<file path="src/rtl/sata_fifo_pkg.sv">
// Shared types and helpers for the SATA receive FIFO controllers.
// Pointer width is fixed to match gray_comparator.
package sata_fifo_pkg;

  localparam int PTR_BITS = 3;

  typedef enum logic [1:0] {
    RUN       = 2'd0,
    HOLD_WAIT = 2'd1,
    HELD      = 2'd2,
    RESUME    = 2'd3
  } wr_ctrl_state_t;

  function automatic logic [PTR_BITS-1:0] bin2gray(input logic [PTR_BITS-1:0] bin);
    return bin ^ (bin >> 1);
  endfunction

endpackage

</file>
<file path="src/rtl/sata_fifo_wr_ctrl_gray_counter.sv">
// Binary + Gray register pair with increment enable; shared by both FIFO sides.
// Both registers advance together so the Gray copy never lags the binary one.
module gray_counter
  import sata_fifo_pkg::*;
(
  input  logic                clk,
  input  logic                rst,
  input  logic                inc,
  output logic [PTR_BITS-1:0] bin,
  output logic [PTR_BITS-1:0] gray
);

  logic [PTR_BITS-1:0] bin_next;

  assign bin_next = bin + 1'b1;

  always_ff @(posedge clk or posedge rst) begin
    if (rst) begin
      bin  <= '0;
      gray <= '0;
    end else if (inc) begin
      bin  <= bin_next;
      gray <= bin2gray(bin_next);
    end
  end

endmodule

</file>
<file path="src/rtl/sata_fifo_wr_ctrl.sv">
// Write-side controller for the SATA receive FIFO: Gray write pointer, overrun
// accounting and a HOLD/resume FSM with low-watermark hysteresis (RESUME_GUARD in 1..15).
module sata_fifo_wr_ctrl #(
  parameter int PTR_BITS     = 3,
  parameter int RESUME_GUARD = 2
) (
  input  logic                clk,
  input  logic                rst,
  input  logic                in_valid,
  output logic                in_ready,
  output logic                wr_en,
  output logic [PTR_BITS-1:0] wr_addr,
  output logic [PTR_BITS-1:0] cnt_wr,
  input  logic                high,
  input  logic                low,
  input  logic                full,
  input  logic                empty,
  output logic                hold_req,
  input  logic                hold_ack,
  output logic                overflow,
  output logic [7:0]          drop_cnt,
  input  logic                clr_overflow
);

  import sata_fifo_pkg::*;

  localparam logic [3:0] GUARD_LOAD = 4'(RESUME_GUARD - 1);

  wr_ctrl_state_t      state, state_next;
  logic [3:0]          guard, guard_next;
  logic [PTR_BITS-1:0] wr_bin;
  logic                drop;
  logic                low_eff;

  assign in_ready = ~full;
  assign wr_en    = in_valid & ~full;
  assign drop     = in_valid & full;
  assign wr_addr  = wr_bin;
  assign low_eff  = low & ~high;

  gray_counter u_wr_cnt (
    .clk  (clk),
    .rst  (rst),
    .inc  (wr_en),
    .bin  (wr_bin),
    .gray (cnt_wr)
  );

  // A drop in the same cycle as a clear restarts the count at one.
  always_ff @(posedge clk or posedge rst) begin
    if (rst) begin
      overflow <= 1'b0;
      drop_cnt <= 8'd0;
    end else if (drop) begin
      overflow <= 1'b1;
      if (clr_overflow)
        drop_cnt <= 8'd1;
      else if (drop_cnt != 8'hFF)
        drop_cnt <= drop_cnt + 8'd1;
    end else if (clr_overflow) begin
      overflow <= 1'b0;
      drop_cnt <= 8'd0;
    end
  end

  always_ff @(posedge clk or posedge rst) begin
    if (rst) begin
      state    <= RUN;
      guard    <= 4'd0;
      hold_req <= 1'b0;
    end else begin
      state    <= state_next;
      guard    <= guard_next;
      hold_req <= (state_next != RUN);
    end
  end

  // guard holds the number of low cycles still required, counting the current one,
  // so HOLD is released on the edge ending the RESUME_GUARD-th consecutive low cycle.
  always_comb begin
    state_next = state;
    guard_next = guard;
    case (state)
      RUN: begin
        if (high)
          state_next = HOLD_WAIT;
      end
      HOLD_WAIT: begin
        if (low_eff) begin
          state_next = (RESUME_GUARD <= 1) ? RUN : RESUME;
          guard_next = GUARD_LOAD;
        end else if (hold_ack) begin
          state_next = HELD;
        end
      end
      HELD: begin
        if (low_eff) begin
          state_next = (RESUME_GUARD <= 1) ? RUN : RESUME;
          guard_next = GUARD_LOAD;
        end
      end
      RESUME: begin
        if (!low_eff) begin
          state_next = HELD;
        end else if (guard <= 4'd1) begin
          state_next = RUN;
          guard_next = 4'd0;
        end else begin
          guard_next = guard - 4'd1;
        end
      end
      default: begin
        state_next = RUN;
        guard_next = 4'd0;
      end
    endcase
  end

  // The comparator can never report both flags; that would mean a corrupt pointer.
  assert property (@(posedge clk) disable iff (rst) !(empty && full));

endmodule

</file>
<file path="config.mk">
export PLATFORM = sky130hd
export DESIGN_NAME = sata_fifo_wr_ctrl
export DESIGN_NICKNAME = d
export VERILOG_FILES = /design/src/rtl/sata_fifo_pkg.sv /design/src/rtl/sata_fifo_wr_ctrl_gray_counter.sv /design/src/rtl/sata_fifo_wr_ctrl.sv
export SDC_FILE = /design/constraint.sdc
export NUM_CORES = 1
export LEC_CHECK = 0
export CORE_AREA = 2 2 49 63
export CTS_BUF_LIST = sky130_fd_sc_hd__clkbuf_4 sky130_fd_sc_hd__clkbuf_8
export CTS_CLUSTER_DIAMETER = 60
export DETAILED_ROUTE_END_ITERATION = 12
export DIE_AREA = 0 0 51 65
export GPL_TIMING_DRIVEN = 0
export PLACE_DENSITY = 0.76
export SYNTH_ARGS = -nofsm -noshare
export SYNTH_HDL_FRONTEND = slang
export SYNTH_SLANG_ARGS = --single-unit
</file>
<file path="constraint.sdc">
create_clock -name clk -period 1.8 [get_ports clk]
set_input_delay 0.18 -clock clk [delete_from_list [all_inputs] [get_ports clk]]
set_output_delay 0.18 -clock clk [all_outputs]
set_load 0.01 [all_outputs]
</file>
==> reports/qor.csv <==
metric,value,unit
status,"finished, final reports clean",
Initial Utilization,42.4,%
Max H-tree Level,1,
endpoint type of the worst setup path,register,
Worst Hold Class,in2reg,
initial antenna violation count,0,
Synth area leaders,"dfrtp_1 45%, ha_1 8.5%, nand2_1 4.1%",
data required time of the critical path,1.99,ns
Max Freq,0.572,GHz
WL final,2.34,mm
count of cell types in the netlist,39,
Switching Fraction,36.9,%
"Setup violations, final",0,
Post-Route Utilization,55.2,%
row count,22,
WP data arrival,1.94,ns
Gate power share,50.7,%
Sequential Power Share,37.3,%
Lkg Pwr,0.650,nW
post-synth top area share,44.6,%
Worst Skew,0.00551,ns
Setup Crit Path Kind,reg2reg,
Synth Cell Area,1180,um2
Pre-antenna DRT Iters,4,
Final #Nets,172,
CTS Hold Bufs,0,
first-pass GRT wire length,3.90,mm
Area Growth Syn to Fin,30.1,%
"count leader, synth",dfrtp_1,
Mapped Avg Cell Area,9.58,um2
internal power,1.17,mW
die area,3320,um2
"area leader, netlist",dfrtp_1,
Slew HR,46.9,%
IO Pins,27,
main flop type after synthesis,dfrtp_1,
largest net degree at the start of global routing,22,
Net Sw Power,0.684,mW
FILL cells,264,
Yosys reg bits,21,
Die W,51,um
CTS tree,yes,
Die Height,65,um
Core Region,2780,um2
minimum clock period,1.75,ns
vias per inst,5.36,
Final period util,97.1,%
post-synthesis sequential area ratio,44.6,%
final hold vios,0,
syn nets,140,
number of flops mapped to enable cells by yosys,0,
Iteration-0 DRC Markers,17,
Syn. warnings,0,
Max Buffers Root-to-Sink,2,
max cap viols,0,
Post-synth top cells,"21 x dfrtp_1, 13 x nand2_1",
routed length per instance,12.3,um
layout cells sized above 1,12.3,%
clock network power share,12.0,%
synthesized instance count,123,
Worst-Margin Slew,0.796,ns
crit-path max FO,3,
DRT antenna net count,0,
HPWL after detailed placement,1.80,mm
Pwr Density,1210,nW/um2
CP Launch Type,register,
DR DRC count,0,
Pins Over Slew Limit,0,
Clock Root Buffer,clkbuf_4,
cts bufs inserted,3,
via count,1018,
Clock Latency Late Sink,0.30,ns
GP Congestion,0.815,
number of port buffers,24,
All-Layer GR Usage,15.1,%
Worst-path clk slew,0.12,ns
vias in the first global route,953,
ANT cells,0,
Peak VDD IR,0.657,mV
Num Clock Sinks,21,
Fin Setup TNS,0,ns
GRT overflow,0,
final total power,1.85,mW
asr flop ratio synth,100,%
==> cells in the final DEF, fill, tap and decap left out, types with 3 or more instances in the layout <==
cell,synthesis,layout
a21oi_1,3,3
buf_4,1,4
clkbuf_4,0,3
clkdlybuf4s50_1,0,24
dfrtp_1,21,19
ha_1,8,6
inv_1,8,5
inv_2,0,3
nand2_1,13,13
nand2b_1,3,3
nand3_1,4,3
nor2_1,8,8
nor2b_1,3,3
nor3_1,4,4
o21ai_0,8,8
xnor2_1,3,3
xor2_1,5,5
==> final timing paths <==
| check | start | to | slack [ns] | cells past startpoint |
|---|---|---|---|---|
| max | guard[0] | hold_req | 0.05 | 6 |
| min | clr_overflow | drop_cnt[6] | 0.25 | 2 |
| max reg2reg | guard[0] | hold_req | 0.05 | 6 |
| min reg2reg | u_wr_cnt.gray[1] | u_wr_cnt.gray[1] | 0.49 | 2 |
| max in group asynchronous | rst | state[0] | 0.94 | 2 |
| min in group asynchronous | rst | guard[0] | 0.32 | 2 |
==> stage by stage <==
step	instances	cell area [um2]	worst slack [ns]	hold slack, ns
after CTS	187	1500	0.0247	0.238
after global routing	190	1530	-0.00350	0.272
after global placement	183	1460	0.0708	0.467
final	190	1530	0.0530	0.248
after floorplan	123	1180	0.147	0.157
after detailed placement	183	1460	0.0110	0.469
==> area by class of cell <==
| type | instances | area, um2 | area share [%] |
|---|---|---|---|
| multi-input cells | 92 | 629 | 41.0 |
| flip-flops and latches | 21 | 528 | 34.4 |
| repair buffers | 27 | 263 | 17.1 |
| well taps | 36 | 45.0 | 2.94 |
| inverters | 8 | 30.0 | 1.96 |
| clock buffers | 3 | 22.5 | 1.47 |
| plain buffers | 2 | 11.3 | 0.734 |
| clock inverters | 1 | 5.00 | 0.326 |
==> logic make-up after synthesis <==
kind of cell / count (synthesis) / synth area share, %
adders and majority gates: 8 / 8.49
buffers and inverters: 10 / 3.50
xor gates and xnor gates: 8 / 5.95
and+or+nand+nor: 48 / 21.0
DFF: 21 / 44.6
AOI/OAI and AO/OA: 26 / 14.8
muxes: 2 / 1.70
==> state kept, by name (all words and copies together) (netlist names) <==
name	cells
hold_req	1
drop_cnt	8
u_wr_cnt.bin	2
u_wr_cnt.gray	3
overflow	1
guard	4
state	2
==> layer usage <==
layer	global-route usage, %	wire length [um]	part of all wire [%]
met5	0	0	0
met4	6.08	19	0.81
met3	1.38	85	3.6
met2	27.9	1250	53
met1	17.3	984	42
==> power groups by stage <==
stage	clock network (mW)	registers, mW	logic, mW
after global routing	0.252	0.707	1.03
after global placement	0	0.686	0.827
after floorplan	0	0.708	0.545
after CTS	0.235	0.685	0.891
final	0.222	0.691	0.939
after detailed placement	0	0.694	0.863
==> critical path: stages (launching register included) <==
cell and delay (ns):
dfrtp_1 0.43, inv_2 0.07, ha_2 0.17, nor2_1 0.05
or3_4 0.35, a221o_1 0.34, or2_1 0.22
==> what timing repair did <==
| item | in CTS | in global routing |
|---|---|---|
| setup buffers | 0 | 3 |
| setup endpoints to repair | 1 | 5 |
| pin swaps | 0 | 1 |
| gates resized for setup | 1 | 8 |
| hold endpoints to repair | 0 | 0 |
Note: power is estimated with default switching activity, not from simulation.
